File: config.mk
export PLATFORM = sky130hd
export DESIGN_NAME = fetch_unit
export DESIGN_NICKNAME = d
export VERILOG_FILES = /design/src/rtl/fetch_unit.sv
export SDC_FILE = /design/constraint.sdc
export NUM_CORES = 1
export LEC_CHECK = 0
export BUFFER_PORTS_ARGS = -buffer_cell sky130_fd_sc_hd__clkbuf_2
export CORE_ASPECT_RATIO = 0.5
export CORE_MARGIN = 5
export CORE_UTILIZATION = 45
export CTS_BUF_LIST = sky130_fd_sc_hd__clkbuf_8
export CTS_CLUSTER_SIZE = 28
export DETAILED_ROUTE_END_ITERATION = 10
export PLACE_DENSITY = 0.84
export SLEW_MARGIN = 20
export SYNTH_ARGS = -nofsm -noshare
export SYNTH_HDL_FRONTEND = slang
export SYNTH_SLANG_ARGS = --single-unit
File: constraint.sdc
create_clock -name clk -period 2.4 [get_ports clk]
set_input_delay 0.48 -clock clk [delete_from_list [all_inputs] [get_ports clk]]
set_output_delay 0.48 -clock clk [all_outputs]
set_load 0.02 [all_outputs]
File: src/rtl/fetch_unit.sv
// PC generator and instruction-fetch front end: one bus request per instruction,
// redirects during an outstanding request are parked and replayed after its response.
module fetch_unit #(
  parameter int unsigned         XLEN     = 64,
  parameter logic [XLEN-1:0]     RESET_PC = 64'h8000_0000
) (
  input  logic            clk,
  input  logic            resetn,
  input  logic [1:0]      PCWrite,
  input  logic            PCSel,
  input  logic [XLEN-1:0] pc_target,
  output logic            ireq_valid,
  output logic [XLEN-1:0] ireq_addr,
  input  logic            iresp_data_ok,
  input  logic [31:0]     iresp_data,
  output logic            imem_wait,
  output logic            f_valid,
  output logic [XLEN-1:0] f_pc,
  output logic [31:0]     f_instr
);

  typedef enum logic {FETCH, HOLD} state_e;

  state_e            state_q;
  logic [XLEN-1:0]   pc_q;
  logic              pend_q;
  logic [XLEN-1:0]   pend_tgt_q;
  logic [31:0]       buf_instr_q;

  logic              stream;
  logic              deliver;
  logic [XLEN-1:0]   pc_adv_d;

  assign stream   = (PCWrite == 2'b00);
  assign deliver  = (state_q == FETCH) && iresp_data_ok && !pend_q;
  assign pc_adv_d = PCSel ? pc_target : pc_q + XLEN'(4);

  // Outputs are forced low for the whole time reset is held, not just after the first edge.
  always_comb begin
    ireq_valid = 1'b0;
    ireq_addr  = '0;
    imem_wait  = 1'b0;
    f_valid    = 1'b0;
    f_pc       = '0;
    f_instr    = '0;
    if (resetn) begin
      ireq_addr = pc_q;
      f_pc      = pc_q;
      if (state_q == FETCH) begin
        ireq_valid = 1'b1;
        f_valid    = deliver;
        imem_wait  = !deliver;
        f_instr    = iresp_data;
      end else begin
        f_valid    = 1'b1;
        f_instr    = buf_instr_q;
      end
    end
  end

  always_ff @(posedge clk or negedge resetn) begin
    if (!resetn) begin
      state_q     <= FETCH;
      pc_q        <= RESET_PC;
      pend_q      <= 1'b0;
      pend_tgt_q  <= '0;
      buf_instr_q <= '0;
    end else begin
      case (state_q)
        FETCH: begin
          if (!iresp_data_ok) begin
            if (PCSel) begin
              pend_q     <= 1'b1;
              pend_tgt_q <= pc_target;
            end
          end else if (pend_q) begin
            pc_q   <= pend_tgt_q;
            pend_q <= 1'b0;
          end else if (stream) begin
            pc_q <= pc_adv_d;
          end else begin
            buf_instr_q <= iresp_data;
            state_q     <= HOLD;
          end
        end
        HOLD: begin
          if (stream) begin
            pc_q    <= pc_adv_d;
            state_q <= FETCH;
          end
        end
        default: state_q <= FETCH;
      endcase
    end
  end

endmodule

==> results of run 1 <==
-- metrics by stage --
step | setup WS (ns) | util | std cells | area [sq um]
after floorplan | 0.0230 | - | 1144 | 10400
after global placement | 0.0874 | 0.544 | 1696 | 12400
after detailed placement | 0.0559 | 0.544 | 1696 | 12400
after CTS | 0.0173 | 0.565 | 1730 | 12900
after global routing | -0.0500 | 0.569 | 1735 | 13000
final | 0.0130 | 0.569 | 1735 | 13000
-- path summary, 6_finish.rpt --
path / start / endpoint / slack [ns] / depth (start not counted)
worst max-delay path: resetn / f_instr[14] / 0.01 / 5
worst min-delay path: pc_target[17] / pend_tgt_q[17]$_DFFE_PN0P_ / 0.22 / 3
worst max register to register: pc_q[3]$_DFFE_PN0P_ / pc_q[16]$_DFFE_PN0P_ / 0.11 / 8
worst min register to register: pend_tgt_q[18]$_DFFE_PN0P_ / pc_q[18]$_DFFE_PN0P_ / 0.50 / 2
max in group asynchronous: resetn / pend_tgt_q[6]$_DFFE_PN0P_ / 0.61 / 3
min in group asynchronous: resetn / pc_q[14]$_DFFE_PN0P_ / 0.58 / 3
-- where the power goes --
part | switching, mW | internal, mW | leakage (nW)
Sequential | 1.03 | 3.93 | 1.87
Clock | 1.17 | 1.15 | 0.216
Combinational | 4.24 | 3.08 | 3.74
Total | 6.43 | 8.16 | 5.83
-- state kept, by name, summed over array words and instances, names as in the netlist --
| name | count |
|---|---|
| state_q | 1 |
| pend_q | 1 |
| pend_tgt_q | 64 |
| buf_instr_q | 32 |
| pc_q | 64 |
-- layout by cell type, fill, tap and decap left out, types with 7 or more instances in the layout --
master / synthesis / layout
o211ai_1: 14 / 14
mux2i_1: 44 / 44
and3_1: 13 / 13
a211oi_1: 8 / 8
a21oi_1: 57 / 57
mux2_2: 100 / 100
clkbuf_8: 0 / 18
buf_12: 0 / 8
o21ai_0: 63 / 63
a22oi_1: 8 / 8
nand4_1: 28 / 28
nor4_1: 11 / 9
nor2b_1: 38 / 38
o22ai_1: 20 / 20
clkbuf_2: 0 / 263
dfrtp_1: 161 / 159
inv_1: 6 / 7
buf_4: 64 / 126
a31oi_1: 21 / 21
and2_1: 71 / 71
nor2_1: 77 / 75
nor3_1: 20 / 17
nand3_1: 42 / 40
nand2_1: 73 / 72
-- critical path: cells and delay by family --
kind | cells | cell delay, ns
buffers and inverters | 4 | 1.19
AND/OR/NAND/NOR | 1 | 0.21
-- cell type report --
type	count	share of cell area
Clock buffer	17	0.0180
Inverter	7	0.00202
Sequential cell	162	0.312
Clock inverter	15	0.0159
Timing Repair Buffer	400	0.189
Multi-Input combinational cell	827	0.433
Tap cell	307	0.0296
-- kinds of logic (layout without fill, tap and decap cells) --
kind of cell               after synthesis  in the layout
DFF                                    162            162
xor gates and xnor gates                 4              4
muxes                                  144            144
and+or+nand+nor                        418            418
buffers and inverters                  155            439
AOI/OAI and AO/OA                      260            260
adders and majority gates                1              1
-- metal layers --
metal | part of all wire | global-route usage
met2 | 0.49 | 0.457
met1 | 0.41 | 0.366
met3 | 0.075 | 0.0613
met5 | 0 | 0
met4 | 0.027 | 0.112
-- repair_timing --
item / in CTS / in global routing
setup endpoints to repair: 1 / 106
endpoints found under the hold margin: 17 / 0
pin swaps: 0 / 5
resized for setup: 1 / 14
setup buffers: 0 / 5
hold buffers: 2 / 0
==> results_dict.tcl, run 1 <==
set metrics [dict create \
    slew_violations 0 \
    antenna_found_initial 0 \
    syn_inst 1144 \
    synth_top_area_frac 0.386 \
    cts_max_path_buffers 2 \
    grt_max_degree 65 \
    cts-root-buf "clkbuf_8" \
    grt.overflow.total 0 \
    async_flop_share 1.00 \
    die_area_sq_um 26500 \
    hold_path_class "input pin to flop" \
    start_kind "input pin" \
    total_power_mw 14.6 \
    cpPeakStageDelay_ns 0.54 \
    slowest_stage "dlygate4sd3_1" \
    status "completed" \
    syn_avg_cell_area_sq_um 9.12 \
    synth_edf_count 0 \
    synthTopCellsByCount "161 x dfrtp_1, 100 x mux2_2, 77 x clkbuf_1, 77 x nor2_1, 73 x nand2_1" \
    dp_hpwl_microns 28400 \
    timing.fmax_mhz 419 \
    synth_fa_ha_area_frac 0.00120 \
    synthesis.nets 1247 \
    drt_iter0_markers 1238 \
    clkLatencyLatePin_ns 0.50 \
    dr.pass1.iters 6 \
    clkSinkCount 162 \
    grt_pass1_vias 10400 \
    synth_flop_cell "dfrtp_1" \
    ctsHtreeMaxLevel 4 \
    yosysTopAreaCell "dfrtp_1" \
    synth-compound-area-share 0.163 \
    io_buffers 264 \
    ys_seq_area_frac 0.389 \
    multi_input_area_sq_um 5630 \
    setup_viol_count_final 0 \
    synth_xor_area_frac 0.00336 \
    area_growth_syn_to_layout_pct 24.5 \
    path_class "input pin to output port" \
    whs_ns 0.218 \
    synth-seq-cells 162 \
    cts_buffers 17 \
    vias 10500 \
    drive_gt1_frac 0.395 \
    hold_viol_final 0 \
    die_w_microns 225 \
    initial_core_util 0.457 \
    ant_nets 0 \
    fin_setup_tns_ns 0 \
    ys_types 70 \
    rsz0062_at_grt "true" \
    worstSetupEndpointType "output port" \
    fin_crit_sh 0.995 \
    max_slew_margin 0.467 \
    fin_nets 1518 \
    power.leakage_nw 5.83 \
    grt_use_total 0.281 \
    io_pins 265 \
    worstPathRequired_ns 1.92 \
    path_cells "dlygate4sd3_1 -> clkbuf_8 -> buf_12 -> nor2b_1 -> clkbuf_2" \
    yosysWarnings 0 \
    cts_tree "done" \
    yosysMostFrequentCell "dfrtp_1" \
    drv_cap 0 \
    antenna_cells 0 \
    via_per_inst 6.06 \
    gp_congestion 0.964 \
    ir_drop_uv 579 \
    grt_pass1_wl_microns 59500 \
    synth_top_cells_by_area "dfrtp_1 39%, mux2_2 11%, buf_4 4.6%" \
    rows 39 \
    worstMarginPinSlew_ns 0.797 \
    synth.mux.area_fraction 0.150 \
    finClkSkew_ns 0.0162 \
    nFillCells 2042 \
    cts.reportedPaths.clkPinSlew_ns 0.09 \
    drc 0 \
    p_per_area_nw_per_um2 1120 \
    synth_area_sq_um 10400 \
    coreArea_sq_um 22800 \
    worstPathArrival_ns 1.91 \
    synth_top_family_by_area "simple AND/OR/NAND/NOR gates" \
    die_h_microns 118 \
    seqCellArea_sq_um 4060 \
    synth-simple-area-share 0.215 \
    period_minus_slack_ns 2.39 \
    cp_max_fo 51 \
    wl_per_cell_microns 22.1 \
    wl_microns 38400 \
]
Note: power is estimated with default switching activity, not from simulation.
==> run 2, diff against run 1 <==
--- a/config.mk
+++ b/config.mk
@@ -12,7 +12,7 @@
 export CTS_BUF_LIST = sky130_fd_sc_hd__clkbuf_8
 export CTS_CLUSTER_SIZE = 28
 export DETAILED_ROUTE_END_ITERATION = 10
-export PLACE_DENSITY = 0.84
+export PLACE_DENSITY = 0.81
 export SLEW_MARGIN = 20
 export SYNTH_ARGS = -nofsm -noshare
 export SYNTH_HDL_FRONTEND = slang
==> constraint.sdc (replaced) <==
create_clock -name clk -period 2.6 [get_ports clk]
set_input_delay 0.52 -clock clk [delete_from_list [all_inputs] [get_ports clk]]
set_output_delay 0.52 -clock clk [all_outputs]
set_load 0.02 [all_outputs]
==> results_dict.tcl, run 2 (synthesis results as in run 1) <==
set metrics [dict create \
    status "completed" \
    cp_max_fo 4 \
    die_h_microns 118 \
    io_pins 265 \
    coreArea_sq_um 22800 \
    max_slew_margin 0.558 \
    ir_drop_uv 528 \
    grt_max_degree 89 \
    cts_buffers 17 \
    drive_gt1_frac 0.366 \
    clkSinkCount 162 \
    path_cells "nand3_1 -> buf_4 -> nor4_2 -> nand4_1 -> or4_1 -> o311ai_0" \
    nFillCells 2035 \
    cts_tree "done" \
    antenna_cells 0 \
    vias 10300 \
    worstPathRequired_ns 2.98 \
    dp_cells 1650 \
    dp_worst_setup_slack_ns 0.141 \
    ff2ff_path_depth 6 \
    layout.cells.most_common_list "263 x clkbuf_2, 160 x dfrtp_1, 100 x mux2_2, 75 x nor2_1, 74 x buf_4" \
    area_growth_syn_to_layout_pct 20.6 \
    cts-root-buf "clkbuf_8" \
    initial_core_util 0.457 \
    drc 0 \
    worstPathArrival_ns 2.90 \
    p_per_area_nw_per_um2 1030 \
    start_kind "flop" \
    utilization 0.551 \
    antenna_found_initial 1 \
    path_class "flop to flop" \
    mostFrequentLayoutCell "clkbuf_2" \
    gp_congestion 0.970 \
    worstMarginPinSlew_ns 0.658 \
    final_cells 1684 \
    wl_per_cell_microns 22.0 \
    finClkSkew_ns 0.0153 \
    die_w_microns 225 \
    slowest_stage "nor4_2" \
    r2r-end "pc_q[60]$_DFFE_PN0P_" \
    die_area_sq_um 26500 \
    rows 39 \
    multi_input_area_sq_um 5570 \
    hold_path_class "input pin to async pin" \
    io_buffers 264 \
    grt_use_total 0.275 \
    fin_crit_sh 0.971 \
    period_minus_slack_ns 2.53 \
    ctsHtreeMaxLevel 4 \
    total_power_mw 12.9 \
    grt.overflow.total 0 \
    cpPeakStageDelay_ns 0.62 \
    cts.reportedPaths.clkPinSlew_ns 0.09 \
    largestRegisters "pc_q x64, pend_tgt_q x64, buf_instr_q x32" \
    rsz0062_at_grt "true" \
    worstSetupEndpointType "flop" \
    via_per_inst 6.09 \
    reg2reg_slack_ns 0.07 \
    clkLatencyLatePin_ns 0.50 \
    wl_microns 37100 \
    cts_max_path_buffers 2 \
    ant_nets 0 \
    dp_hpwl_microns 27300 \
    hold_viol_final 0 \
    cp-endpoint "pc_q[60]$_DFFE_PN0P_" \
    timing.fmax_mhz 396 \
    drv_cap 0 \
    slew_violations 0 \
    fin_nets 1468 \
    startpoint "pc_q[19]$_DFFE_PN0P_" \
    power.leakage_nw 5.57 \
    seqCellArea_sq_um 4060 \
    grt_pass1_vias 10100 \
    grt_pass1_wl_microns 57800 \
    dr.pass1.iters 8 \
    setup_viol_count_final 0 \
    rr_startpoint "pc_q[19]$_DFFE_PN0P_" \
    drt_iter0_markers 1016 \
    setup_slack_ns 0.0748 \
]
-- run 2: cell count changes in the layout (fill, tap and decap cells not counted), moves of 2 or more --
| cell | previous run | this run |
|---|---|---|
| nand3_1 | 40 | 42 |
| clkbuf_8 | 18 | 21 |
| nor3_2 | 4 | 2 |
| clkinv_4 | 2 | 4 |
| inv_6 | 3 | 1 |
| buf_4 | 126 | 74 |
| buf_12 | 8 | 11 |
| nor3_1 | 17 | 19 |
| nand3_2 | 4 | 2 |
-- run 2: worst min path at each step --
stage,from,to,cells after the start
6_report,resetn,pc_q[13]$_DFFE_PN0P_,2
2_1_floorplan,resetn,buf_instr_q[0]$_DFFE_PN0P_,0
5_1_grt,resetn,pend_tgt_q[16]$_DFFE_PN0P_,2
4_1_cts,resetn,pend_tgt_q[16]$_DFFE_PN0P_,2
3_5_place_dp,resetn,pend_tgt_q[2]$_DFFE_PN0P_,1
3_3_place_gp,resetn,pend_tgt_q[2]$_DFFE_PN0P_,1
-- run 2: worst max-delay path, delay by kind of cell (launching register included) --
kind | cells | cell delay (ns)
DFF | 1 | 0.41
and+or+nand+nor | 4 | 1.48
buffers and inverters | 1 | 0.18
AOI/OAI and AO/OA | 1 | 0.33
-- run 2: metal layers --
metal | vias to the layer above | wire length (microns) | part of all wire | global-route usage
met5 | - | 20 | 0.00054 | 0
met4 | 2 | 1580 | 0.042 | 0.142
met3 | 125 | 3200 | 0.086 | 0.0543
met2 | 536 | 17500 | 0.47 | 0.430
met1 | 5004 | 14900 | 0.40 | 0.362
li1 | 4583 | - | - | -
-- run 2: final cells by class --
cell class                 instances  share of cell area
sequential                       162               0.322
inverter                           7             0.00209
clock buffer                      20              0.0219
multi-input combinational        827               0.443
clock inverter                    11              0.0122
timing repair buffer             350               0.168
tap                              307              0.0305
-- run 2: repair_timing --
| action | in CTS | in global routing |
|---|---|---|
| endpoints found under the hold margin | 13 | 0 |
| setup buffers | 0 | 2 |
| endpoints found under the setup margin | 0 | 5 |
| hold buffers | 1 | 0 |
| resized for setup | 0 | 3 |
-- run 2: power breakdown --
part | switching (mW) | internal [mW]
sequential | 1.12 | 3.63
clock | 1.03 | 1.03
combinational | 3.57 | 2.56
total | 5.71 | 7.21
-- run 2: per-stage QoR --
stage | instance area, sq um | setup TNS, ns | hold slack [ns]
global placement | 12100 | 0 | 0.429
CTS | 12600 | 0 | 0.0633
global route | 12600 | -0.0225 | 0.0845
floorplan | 10400 | 0 | 0.224
finish | 12600 | 0 | 0.0957
detailed placement | 12100 | 0 | 0.425
==> run 3, diff against run 2 <==
--- a/config.mk
+++ b/config.mk
@@ -8,11 +8,11 @@
 export BUFFER_PORTS_ARGS = -buffer_cell sky130_fd_sc_hd__clkbuf_2
 export CORE_ASPECT_RATIO = 0.5
 export CORE_MARGIN = 5
-export CORE_UTILIZATION = 45
+export CORE_UTILIZATION = 56
 export CTS_BUF_LIST = sky130_fd_sc_hd__clkbuf_8
 export CTS_CLUSTER_SIZE = 28
 export DETAILED_ROUTE_END_ITERATION = 10
-export PLACE_DENSITY = 0.81
+export PLACE_DENSITY = 0.95
 export SLEW_MARGIN = 20
 export SYNTH_ARGS = -nofsm -noshare
 export SYNTH_HDL_FRONTEND = slang
==> results_dict.tcl, run 3 (synthesis results as in run 1) <==
set metrics [dict create \
    grt.overflow.total 0 \
    cts_max_path_buffers 2 \
    worstMarginPinSlew_ns 0.714 \
    die_w_microns 203 \
    largestRegisters "pc_q x64, pend_tgt_q x64, buf_instr_q x32" \
    wl_microns 36000 \
    hold_viol_final 0 \
    grt_use_total 0.330 \
    cts_buffers 17 \
    area_growth_syn_to_layout_pct 18.9 \
    nFillCells 1451 \
    layout.cells.most_common_list "263 x clkbuf_2, 160 x dfrtp_1, 100 x mux2_2, 79 x buf_4, 75 x nor2_1" \
    power_frac_comb 0.477 \
    fin_crit_sh 0.949 \
    p_per_area_nw_per_um2 1030 \
    worstPathRequired_ns 2.99 \
    start_kind "flop" \
    die_h_microns 107 \
    worstPathArrival_ns 2.86 \
    rows 35 \
    coreArea_sq_um 18300 \
    max_slew_margin 0.522 \
    drt_iter0_markers 1246 \
    ctsHtreeMaxLevel 4 \
    cts_tree "done" \
    clkSinkCount 162 \
    drv_cap 0 \
    cts-root-buf "clkbuf_8" \
    finClkSkew_ns 0.0143 \
    grt_max_degree 62 \
    fin_nets 1469 \
    fin_setup_tns_ns 0 \
    clkLatencyLatePin_ns 0.47 \
    power.leakage_nw 5.54 \
    worstSetupEndpointType "flop" \
    power_frac_seq 0.373 \
    antenna_found_initial 0 \
    dr.pass1.iters 8 \
    period_minus_slack_ns 2.47 \
    grt_pass1_wl_microns 57100 \
    via_per_inst 6.47 \
    total_power_mw 12.8 \
    sw_frac_of_total 0.449 \
    cts.reportedPaths.clkPinSlew_ns 0.10 \
    rsz0062_at_grt "false" \
    drive_gt1_frac 0.365 \
    timing.fmax_mhz 405 \
    path_class "flop to flop" \
    slew_violations 0 \
    detailed_place.area_sq_um 12000 \
    antenna_cells 0 \
    ir_drop_uv 471 \
    setup_viol_count_final 0 \
    status "completed" \
    stdcell_area_sq_um 12400 \
    drc 0 \
    grt_pass1_vias 10600 \
    wl_per_cell_microns 22.3 \
    cp_max_fo 7 \
    dp_hpwl_microns 26100 \
    ant_nets 0 \
    vias 10500 \
    initial_core_util 0.569 \
    power_frac_clock 0.150 \
    io_pins 265 \
    hold_path_class "input pin to async pin" \
    die_area_sq_um 21600 \
    io_buffers 264 \
    mostFrequentLayoutCell "clkbuf_2" \
    whs_ns 0.105 \
    gp_congestion 0.993 \
    p_sw_mw 5.75 \
    p_int_mw 7.05 \
]
[run 3: changes by cell type in the layout (fill, tap and decap cells not counted), sizes merged]
cell / previous run / this run
bufinv: 3 / 2
clkinv: 6 / 4
buf: 85 / 86
clkbuf: 284 / 283
inv: 7 / 10
clkinvlp: 2 / 3
[run 3: power by group through the flow]
stage          sequential [mW]  clock, mW  combinational (mW)
2_1_floorplan             4.34          0                4.38
3_3_place_gp              4.64          0                5.83
3_5_place_dp              4.74          0                6.01
4_1_cts                   4.70       1.93                6.05
5_1_grt                   4.90       2.05                6.55
6_report                  4.77       1.92                6.11
[run 3: worst max-delay path: stages (launching register included)]
cell and delay, ns:
dfrtp_1 0.39, nand2_1 0.19, or4_1 0.70, nor3_4 0.27
nand3_2 0.16, or4_1 0.52, a31oi_1 0.17
[run 3: layer usage]
layer | up-vias | part of all wire | wire length, microns | GRT usage
li1 | 4579 | - | - | -
met3 | 124 | 0.12 | 4250 | 0.0869
met2 | 717 | 0.47 | 16800 | 0.537
met4 | 0 | 0.029 | 1060 | 0.117
met5 | - | 0 | 0 | 0
met1 | 5055 | 0.39 | 13900 | 0.430
[run 3: final timing paths]
check	startpoint	to	slack [ns]	depth (start not counted)
min	resetn	pc_q[26]$_DFFE_PN0P_	0.11	2
max in group asynchronous	resetn	pc_q[10]$_DFFE_PN0P_	1.37	2
min reg2reg	pend_tgt_q[7]$_DFFE_PN0P_	pend_tgt_q[7]$_DFFE_PN0P_	0.51	1
max	pc_q[14]$_DFFE_PN0P_	pc_q[55]$_DFFE_PN0P_	0.13	6
max reg2reg	pc_q[14]$_DFFE_PN0P_	pc_q[55]$_DFFE_PN0P_	0.13	6
min in group clk	pc_target[49]	pend_tgt_q[49]$_DFFE_PN0P_	0.30	2
[run 3: timing repair]
action / 4_1_cts / 5_1_grt
setup endpoints to repair: 0 / 3
resized for setup: 0 / 3
hold endpoints to repair: 14 / 0
hold buffers: 1 / 0
setup buffers: 0 / 0
[run 3: layout make-up]
class,count,area (sq um),area share
Multi-Input combinational cell,827,5570,0.449
Sequential cell,162,4060,0.327
Timing Repair Buffer,351,2060,0.166
Tap cell,240,300,0.0242
Clock buffer,19,262,0.0211
Clock inverter,12,131,0.0106
Inverter,7,26.3,0.00212
[run 3: stage by stage]
stage               utilization  setup slack [ns]  std cells
finish                    0.676             0.132       1618
CTS                       0.676             0.129       1618
detailed placement        0.654             0.180       1586
global placement          0.654             0.219       1586
global route              0.676           0.00907       1618
floorplan                     -             0.140       1144
